$ cat config.mk
export PLATFORM = sky130hd
export DESIGN_NAME = dac_seq_ctrl
export DESIGN_NICKNAME = d
export VERILOG_FILES = /design/src/rtl/dac_seq_ctrl_pkg.sv /design/src/rtl/dac_seq_ctrl_out_mux.sv /design/src/rtl/dac_seq_ctrl.sv
export SDC_FILE = /design/constraint.sdc
export NUM_CORES = 2
export LEC_CHECK = 0
export CAP_MARGIN = 30
export CORE_AREA = 2 2 565 567
export DETAILED_ROUTE_END_ITERATION = 8
export DIE_AREA = 0 0 567 569
export DONT_BUFFER_PORTS = 1
export GPL_ROUTABILITY_DRIVEN = 0
export MAX_ROUTING_LAYER = met4
export PLACE_DENSITY = 0.33
export SLEW_MARGIN = 20
export SYNTH_ARGS = -nofsm -noshare
export SYNTH_HDL_FRONTEND = slang
export SYNTH_HIERARCHICAL = 1
export SYNTH_SLANG_ARGS = --single-unit
export TNS_END_PERCENT = 5
$ cat constraint.sdc
create_clock -name clk -period 10.2 [get_ports clk]
set_clock_uncertainty 0.15 [all_clocks]
set_input_delay 1.02 -clock clk [delete_from_list [all_inputs] [get_ports clk]]
set_output_delay 1.02 -clock clk [all_outputs]
set_load 0.01 [all_outputs]
$ cat src/rtl/dac_seq_ctrl_pkg.sv
// Shared types and constants for the RFSoC DAC sequencing blocks.
package rfsoc_config;

  localparam int DAC_DATA_W = 256;
  localparam int CFG_CNT_W  = 32;

  typedef enum logic [2:0] {
    ST_IDLE     = 3'd0,
    ST_PRE      = 3'd1,
    ST_RUN      = 3'd2,
    ST_GAP      = 3'd3,
    ST_POST     = 3'd4,
    ST_WAIT_LOW = 3'd5
  } dac_seq_state_t;

endpackage

$ cat src/rtl/dac_seq_ctrl_out_mux.sv
// Combinational DAC word select: locking wave, zeros, or FIFO data with
// optional head/tail AND-masks on the first/last beat of a shot.
module dac_out_mux
  import rfsoc_config::*;
#(
  parameter int DATA_W = DAC_DATA_W
) (
  input  dac_seq_state_t    state_i,
  input  logic [DATA_W-1:0] data_i,
  input  logic              valid_i,
  input  logic              first_i,
  input  logic              last_i,
  input  logic              mask_en_i,
  input  logic [DATA_W-1:0] head_mask_i,
  input  logic [DATA_W-1:0] tail_mask_i,
  input  logic [DATA_W-1:0] locking_i,
  output logic [DATA_W-1:0] data_o
);

  logic [DATA_W-1:0] head_sel;
  logic [DATA_W-1:0] tail_sel;

  assign head_sel = (mask_en_i && first_i) ? head_mask_i : '1;
  assign tail_sel = (mask_en_i && last_i)  ? tail_mask_i : '1;

  // A starved RUN beat is forced to zero rather than replaying stale data.
  always_comb begin
    data_o = '0;
    case (state_i)
      ST_IDLE, ST_WAIT_LOW: data_o = locking_i;
      ST_RUN:               if (valid_i) data_o = data_i & head_sel & tail_sel;
      default:              data_o = '0;
    endcase
  end

endmodule

$ cat src/rtl/dac_seq_ctrl.sv
// Multi-shot DAC playback sequencer: pre-delay, N masked shots separated by
// gaps, post-delay, then wait for the trigger to drop before re-arming.
module dac_seq_ctrl
  import rfsoc_config::*;
#(
  parameter int DATA_W = DAC_DATA_W,
  parameter int CNT_W  = CFG_CNT_W,
  parameter int REP_W  = 16
) (
  input  logic              clk,
  input  logic              rst,
  output logic [DATA_W-1:0] m_axis_tdata,
  output logic              m_axis_tvalid,
  input  logic              m_axis_tready,
  input  logic [DATA_W-1:0] s_axis_tdata,
  input  logic              s_axis_tvalid,
  output logic              s_axis_tready,
  input  logic              trigger_in,
  input  logic              abort_in,
  input  logic              clear_status,
  input  logic [CNT_W-1:0]  cfg_cycle_count,
  input  logic [CNT_W-1:0]  cfg_pre_delay,
  input  logic [CNT_W-1:0]  cfg_gap,
  input  logic [CNT_W-1:0]  cfg_post_delay,
  input  logic [REP_W-1:0]  cfg_repeat,
  input  logic              cfg_mask_en,
  input  logic [DATA_W-1:0] cfg_head_mask,
  input  logic [DATA_W-1:0] cfg_tail_mask,
  input  logic [DATA_W-1:0] cfg_locking_wave,
  output logic              loopback_valid,
  output logic              busy,
  output logic              done_pulse,
  output logic              underflow,
  output dac_seq_state_t    state_dbg
);

  // Handshakes: the DAC side is always valid and m_axis_tready is ignored;
  // the FIFO side pops one word on every RUN cycle (s_axis_tready=1) whether
  // or not s_axis_tvalid is high, and a low tvalid there flags underflow.

  dac_seq_state_t    state_q, state_d;
  logic [CNT_W-1:0]  cnt_q, cnt_d;
  logic [REP_W-1:0]  shot_q, shot_d;
  logic              done_q, done_d;
  logic              trig_q, uf_q;
  logic [CNT_W-1:0]  sh_count_q, sh_gap_q, sh_post_q;
  logic              sh_mask_en_q;
  logic [DATA_W-1:0] sh_head_q, sh_tail_q, sh_lock_q;

  logic              is_idle, trig_accept;
  logic [REP_W-1:0]  rep_m1, shot_cur;
  logic [CNT_W-1:0]  cur_count, cur_gap, cur_post;
  logic              shot_start, shot_end, finish;
  logic              unused_tready;

  assign unused_tready = m_axis_tready;
  assign is_idle     = (state_q == ST_IDLE);
  assign trig_accept = is_idle && trigger_in && !trig_q;
  assign rep_m1      = (cfg_repeat == '0) ? '0 : cfg_repeat - REP_W'(1);

  // In IDLE the decision for the trigger cycle is made from the live config,
  // because the shadow registers only load on that same edge.
  assign cur_count = is_idle ? cfg_cycle_count : sh_count_q;
  assign cur_gap   = is_idle ? cfg_gap         : sh_gap_q;
  assign cur_post  = is_idle ? cfg_post_delay  : sh_post_q;
  assign shot_cur  = is_idle ? rep_m1          : shot_q;

  always_comb begin
    state_d    = state_q;
    cnt_d      = cnt_q;
    shot_d     = shot_q;
    done_d     = 1'b0;
    shot_start = 1'b0;
    shot_end   = 1'b0;
    finish     = 1'b0;
    case (state_q)
      ST_IDLE: begin
        if (trig_accept) begin
          shot_d = rep_m1;
          if (cfg_pre_delay != '0) begin
            state_d = ST_PRE;
            cnt_d   = cfg_pre_delay - CNT_W'(1);
          end else begin
            shot_start = 1'b1;
          end
        end
      end
      ST_PRE, ST_GAP: begin
        if (cnt_q == '0) shot_start = 1'b1;
        else             cnt_d = cnt_q - CNT_W'(1);
      end
      ST_RUN: begin
        if (cnt_q == '0) shot_end = 1'b1;
        else             cnt_d = cnt_q - CNT_W'(1);
      end
      ST_POST: begin
        if (cnt_q == '0) begin
          state_d = ST_WAIT_LOW;
          done_d  = 1'b1;
        end else begin
          cnt_d = cnt_q - CNT_W'(1);
        end
      end
      ST_WAIT_LOW: if (!trigger_in) state_d = ST_IDLE;
      default:     state_d = ST_IDLE;
    endcase

    // A zero-length shot ends the moment it starts.
    if (shot_start) begin
      if (cur_count != '0) begin
        state_d = ST_RUN;
        cnt_d   = cur_count - CNT_W'(1);
      end else begin
        shot_end = 1'b1;
      end
    end

    if (shot_end) begin
      if (shot_cur == '0) begin
        finish = 1'b1;
      end else begin
        shot_d = shot_cur - REP_W'(1);
        if (cur_gap != '0) begin
          state_d = ST_GAP;
          cnt_d   = cur_gap - CNT_W'(1);
        end else if (cur_count != '0) begin
          state_d = ST_RUN;
          cnt_d   = cur_count - CNT_W'(1);
        end else begin
          finish = 1'b1;
        end
      end
    end

    if (finish) begin
      if (cur_post != '0) begin
        state_d = ST_POST;
        cnt_d   = cur_post - CNT_W'(1);
      end else begin
        state_d = ST_WAIT_LOW;
        done_d  = 1'b1;
      end
    end

    if (abort_in && !is_idle) begin
      state_d = ST_WAIT_LOW;
      done_d  = 1'b0;
    end
  end

  always_ff @(posedge clk or negedge rst) begin
    if (!rst) begin
      state_q      <= ST_IDLE;
      cnt_q        <= '0;
      shot_q       <= '0;
      done_q       <= 1'b0;
      trig_q       <= 1'b0;
      uf_q         <= 1'b0;
      sh_count_q   <= '0;
      sh_gap_q     <= '0;
      sh_post_q    <= '0;
      sh_mask_en_q <= 1'b0;
      sh_head_q    <= '0;
      sh_tail_q    <= '0;
      sh_lock_q    <= '0;
    end else begin
      state_q <= state_d;
      cnt_q   <= cnt_d;
      shot_q  <= shot_d;
      done_q  <= done_d;
      trig_q  <= trigger_in;
      if (state_q == ST_RUN && !s_axis_tvalid) uf_q <= 1'b1;
      else if (clear_status)                   uf_q <= 1'b0;
      if (trig_accept) begin
        sh_count_q   <= cfg_cycle_count;
        sh_gap_q     <= cfg_gap;
        sh_post_q    <= cfg_post_delay;
        sh_mask_en_q <= cfg_mask_en;
        sh_head_q    <= cfg_head_mask;
        sh_tail_q    <= cfg_tail_mask;
        sh_lock_q    <= cfg_locking_wave;
      end
    end
  end

  dac_out_mux #(.DATA_W(DATA_W)) u_out_mux (
    .state_i     (state_q),
    .data_i      (s_axis_tdata),
    .valid_i     (s_axis_tvalid),
    .first_i     (cnt_q == sh_count_q - CNT_W'(1)),
    .last_i      (cnt_q == '0),
    .mask_en_i   (sh_mask_en_q),
    .head_mask_i (sh_head_q),
    .tail_mask_i (sh_tail_q),
    .locking_i   (is_idle ? cfg_locking_wave : sh_lock_q),
    .data_o      (m_axis_tdata)
  );

  assign m_axis_tvalid  = 1'b1;
  assign s_axis_tready  = (state_q == ST_RUN);
  assign loopback_valid = s_axis_tready;
  assign busy           = !is_idle;
  assign done_pulse     = done_q;
  assign underflow      = uf_q;
  assign state_dbg      = state_q;

endmodule

---- After elaboration in Yosys (flattened, before gate mapping) ----
Cells that the tools add are included.
operators by class
  add/subtract/negate cells ............... 8
  equal/unequal tests ..................... 6
  mux-type cells .......................... 57
  bitwise gates (word level) .............. 2
  reductions and logical operators ........ 22
operators by type and width
  kind                   number
  $mux 256               4
  $and 256x256->256      2
  $pmux 256 s2           1
  $mux 32                14
  $sub 32x1->32 const B  6
  $reduce_bool 32->1     4
  $mux 16                6
  $pmux 32 s2            1
  $mux 3                 12
  $eq 32x32->1           1
  $logic_not 16->1       2
  $logic_not 32->1       1
  $sub 16x1->16 const B  2
  $mux 1                 17
  $pmux 3 s4             1
  $eq 3x2->1 const B     2
  $eq 3x3->1 const B     2
  $logic_and 1x1->1      6
  $reduce_or 2->1        2
  $reduce_or 4->1        1
  $eq 3x1->1 const B     1
  $logic_not 1->1        3
  $logic_not 3->1        1
  $reduce_or 3->1        1
  2 further kinds        2
storage, ports and cells
  flip-flop bits (word level) ............. 919
  output and inout port bits .............. 265
  logic and storage cells ................. 108

---- Logic depth before layout (Yosys ltp) ----
  depth after elaboration ................. 13
  depth in mapped cells ................... 22
  depth with buffers taken out ............ 14

---- Hierarchy ----
Netlist, hierarchy kept.
by module, submodules not included
  module        instances  cells an instance  area an instance (sq um)  sequential area each (sq um)
  dac_seq_ctrl  1          6,096              46,602.2                  22,997.1
  dac_out_mux   1          1,168              7,830.0                   0.0

---- Worst setup path before layout ----
OpenSTA, ideal clock, no wires.
  path type ............................... register -> output
  from .................................... reg sh_count_q[2]
  to ...................................... out m_axis_tdata[121]
  arrival ................................. 4,328 ps
  slack ................................... 4,702 ps
  stages on the path, launching flop included .. 16
  buffers on the path ..................... 3
  cell sequence ........................... dfrtp_1 > clkbuf_1 > nor4_1 > nand4_1 > nor3_1 > nand2_1 > or4_1 > xnor2_1 > nor4_1 > nand4_1 > a2111oi_0 > buf_2 > buf_2 > nor2b_1 > o21ai_0 > a32o_1
on the way
  word-level cells in the longest chain between the ends .. 8
RTL lines
  element                          RTL line                    source
  from (decl)                      dac_seq_ctrl.sv:46          logic [CNT_W-1:0] sh_count_q, sh_gap_q, sh_post_q;
  from (signal assigned)           dac_seq_ctrl.sv:175         sh_count_q <= cfg_cycle_count;
  $sub 32x1->32                    dac_seq_ctrl.sv:190         .first_i (cnt_q == sh_count_q - CNT_W'(1)),
  $eq 32x32->1                     dac_seq_ctrl.sv:190
  $logic_and 1x1->1                dac_seq_ctrl_out_mux.sv:23  assign head_sel = (mask_en_i && first_i) ? head_mask_i : '1;
  $mux 256                         dac_seq_ctrl_out_mux.sv:23
  $and 256x256->256 (2 in series)  dac_seq_ctrl_out_mux.sv:31  ST_RUN: if (valid_i) data_o = data_i & head_sel & tail_sel;
  $mux 256                         dac_seq_ctrl_out_mux.sv:31
  $pmux 256 s2                     dac_seq_ctrl_out_mux.sv:29  case (state_i)
  to (decl)                        dac_seq_ctrl.sv:12          output logic [DATA_W-1:0] m_axis_tdata,
No other way between the ends.

---- Final worst setup path ----
  from .................................... reg sh_count_q[0]
  to ...................................... out m_axis_tdata[3]
Same word-level chain as after synthesis.

==> impl_results.md <==
- Final setup fails: 0
- Synth Instances: 7264
- Reg2Reg Launch Point: state_dbg[2]
- Core Area: 0.317 mm^2
- Final number of hold-violating endpoints: 0
- Setup WS pre-CTS: approximately 2.6 ns
- RR Endpoint: cnt_q[4]
- H-tree Lvls: 4
- Max Slew Vio Count: 0
- CP Class: flop to primary output
- Final ANT Viol Nets: 0
- Die Span X: 567 um
- # fillers: ~36000
- Setup crit end kind: primary output
- Crit path max-delay family: simple AND/OR/NAND/NOR gates
- Synth cell types: 100
- Cell repeated most along the worst path: nand3_1
- Ranking of synthesized cells by area: dfrtp_1 (42%), nand2_1 (24%), nor2b_1 (5.9%), a32o_1 (4.7%), clkbuf_1 (2.1%)
- Hold wc startpoint: trigger_in
- Clock Root Buffer: clkbuf_16
- Commonest non-fill, non-tap cell in the layout: nand2_1
- Clock Sinks: just over 900
- Drt drc: 0
- Comb pwr share: 0.338
- Hold Path Depth: 0
- Initial DRC Count: between 4000 and 5000
- Later-pin clock latency in the skew report: between 0.8 and 0.9 ns
- Die Y: 569 um
- CP Max Fanout: 74
- Internal power: between 10 and 15 mW
- First-pass GRT wire length: roughly 440 mm
- Synth warnings: 6
- Initial antenna violation count: between 100 and 150
- Number of vias per cell: between 4 and 5
- GRT Total Usage: 0.201
- Post-synthesis sequential area ratio: 0.422
- Register-to-Register Path Depth: 11
- Layout cells sized above 1: 0.0523
- Input/output buffers: 0
- Final Cycle Share: 0.778
- DR WL/cell: between 20 and 30 um
- Worst-Margin Slew: approximately 1.1 ns
- Ys flop type: dfrtp_1
- I/O pins: around 1400
- DIE AREA: approximately 0.32 mm^2
- Clock share of power: 0.275
- Final setup margin: about 2.3 ns
- Vias in the first global route: around 50000
- Core Rows: just over 200
- # Post-CTS Setup Buffers: 0
- Synth top area share: 0.422
- Mapped Nets: 8451
- Hold Path Class: input port to flop
- Peak VDD IR: 122 uV
- Area grow syn2layout: 16.1%
- Remaining global-route overflow: 0
- Commonest cells after routing, fill and taps aside: nand2_1 (3493), dfrtp_1 (918), nor2b_1 (515)
- Max-cap check violation count: 0
- Sw Share: 0.417
- Critical Path, Cell by Cell: inv_1 > ha_1 > nor3b_2 > nand3_1 > xnor2_1 > nand2_1 > a2111oi_0 > dlymetal6s2s_1 > nand3_1 > nor4_1 > nand4_1 > a2111oi_4 > buf_12 > buf_4 > nor2b_1 > o21ai_0 > a32o_1
- Routed wire length: approximately 330 mm
- NetSw: approximately 7.3 mW
- RSZ-0062 raised after global routing: no
- Critical Path AT: 6.77 ns
- Largest net degree at the start of global routing: 180
- Power Density: between 200 and 300 mW/mm^2
- Worst-path clk slew: approximately 0.060 ns
- Maximum clock frequency: approximately 130 MHz
- CTS tree: yes
- Post-synth top area cell: dfrtp_1
- Slowest stage delay, CP: slightly above 0.7 ns
- Pre-Repair DR Iteration Count: 7
- Min cycle time layout: a little under 8 ns
- Hpwl dp: 250 mm
- Worst path slowest cell: a2111oi_4
- Mapped Area: between 0.05 and 0.06 mm^2
- Nets: about 8200
- R2r setup slk: 4.40 ns
- Crit path buf inv count: 4
- CTS buffer count: roughly 140
- Critical path required time: between 9 and 10 ns
- Startpoint type of the worst setup path: flop
- Hold Path End: trig_q
- Initial Utilization: 0.172
- Synth Area per Inst: 7.49 um^2
- Clock buffer depth: 4
- Vias post-DR: a little over 50000
- Leak Pwr: roughly 29 nW
- Status: complete, no violations
- Number of synthesized flops with an enable pin: 0
- Flop pwr share: 0.387
- Ys async rst share: 1.00
- Setup_tns: 0 ns
- Slew HR: 0.277
- Seq cells post-synth: roughly 900
==> metrics by stage <==
step | instance area, um^2 | hold WS (ns) | total power [mW] | std cells | utilization
6_report | 63200 | 0.0958 | 17.6 | 11361 | 0.200
5_1_grt | 63200 | 0.0343 | 18.8 | 11344 | 0.199
4_1_cts | 62900 | 0.000238 | 17.8 | 11289 | 0.199
3_5_place_dp | 58500 | 0.312 | 12.8 | 11048 | 0.185
3_3_place_gp | 58400 | 0.308 | 12.7 | 11040 | 0.184
2_1_floorplan | 54400 | 0.296 | 10.4 | 7264 | -
==> final cells by class <==
class	count	area [um^2]	area share
sequential	919	23000	0.364
timing repair buffer	112	1150	0.0182
multi-input combinational	5824	29200	0.462
clock buffer	213	4030	0.0638
inverter	22	97.6	0.00154
antenna	64	160	0.00253
clock inverter	27	357	0.00564
tap	4180	5230	0.0828
==> cells by family (layout without fill, tap and decap cells) <==
logic type / count (synthesis) / in the layout / synth area share
fa+ha+maj: 14 / 14 / 0.00308
mux: 99 / 99 / 0.0184
flops: 919 / 919 / 0.422
xor+xnor: 189 / 189 / 0.0304
buf+inv: 521 / 374 / 0.0431
other cells: 1 / 65 / 0.0000689
compound gates: 903 / 903 / 0.122
simple gates: 4618 / 4618 / 0.361
==> how the worst max path moves through the flow <==
| stage | start | to | slack [ns] | cells after the start |
|---|---|---|---|---|
| after floorplan | sh_count_q[2] | m_axis_tdata[121] | 4.70 | 15 |
| after global placement | sh_count_q[0] | m_axis_tdata[64] | 2.26 | 16 |
| after detailed placement | sh_count_q[0] | m_axis_tdata[64] | 2.60 | 16 |
| after CTS | sh_count_q[0] | m_axis_tdata[64] | 1.71 | 16 |
| after global routing | sh_count_q[0] | m_axis_tdata[64] | 1.85 | 17 |
| final | sh_count_q[0] | m_axis_tdata[3] | 2.26 | 17 |
==> synthesized netlist by cell type, drive strengths merged (5+ instances only) <==
master,instances
or3,32
and3,14
a211o,8
a22oi,17
nand3,61
o311a,5
o31ai,7
a21o,6
o31a,8
buf,192
nor3b,8
nor4,55
a211oi,38
o22ai,23
o21ai,332
o211ai,15
a2111oi,6
or2,14
nor2,195
nor2b,515
nor3,116
nand2,3494
xnor2,112
o32ai,7
a32o,256
nand3b,8
or4,24
ha,11
xor2,77
a221oi,18
o21a,5
mux2,7
mux2i,92
and2,16
a31oi,22
inv,22
nand4,35
a21oi,81
dfrtp,919
nand2b,13
clkbuf,307
==> per-layer routing <==
metal,part of all wire,vias up,track usage
met2,0.47,2171,0.320
met5,0,-,-
li1,-,23464,-
met3,0.090,394,0.0684
met4,0.030,0,0.0560
met1,0.41,25728,0.240
==> state kept, by name (all words and copies together), names as in the netlist <==
| signal | flops |
|---|---|
| trig_q | 1 |
| sh_lock_q | 256 |
| sh_post_q | 32 |
| done_pulse | 1 |
| sh_tail_q | 256 |
| cnt_q | 32 |
| sh_count_q | 32 |
| sh_mask_en_q | 1 |
| sh_head_q | 256 |
| underflow | 1 |
| sh_gap_q | 32 |
| state_dbg | 3 |
| shot_q | 16 |
==> timing repair <==
| action | CTS | global route |
|---|---|---|
| setup endpoints to repair | 0 | 0 |
| hold buffers | 1 | 0 |
| endpoints found under the hold margin | 3 | 0 |
| gates resized for setup | 0 | 0 |
==> power by group through the flow <==
stage                     sequential, mW  clock (mW)  combinational [mW]
final                               6.80        4.83                5.95
after global routing                7.03        5.15                6.64
after CTS                           6.79        5.02                6.00
after detailed placement            6.84           0                5.96
after global placement              6.79           0                5.92
after floorplan                     6.27           0                4.12
(Power assumes the default switching activity.)
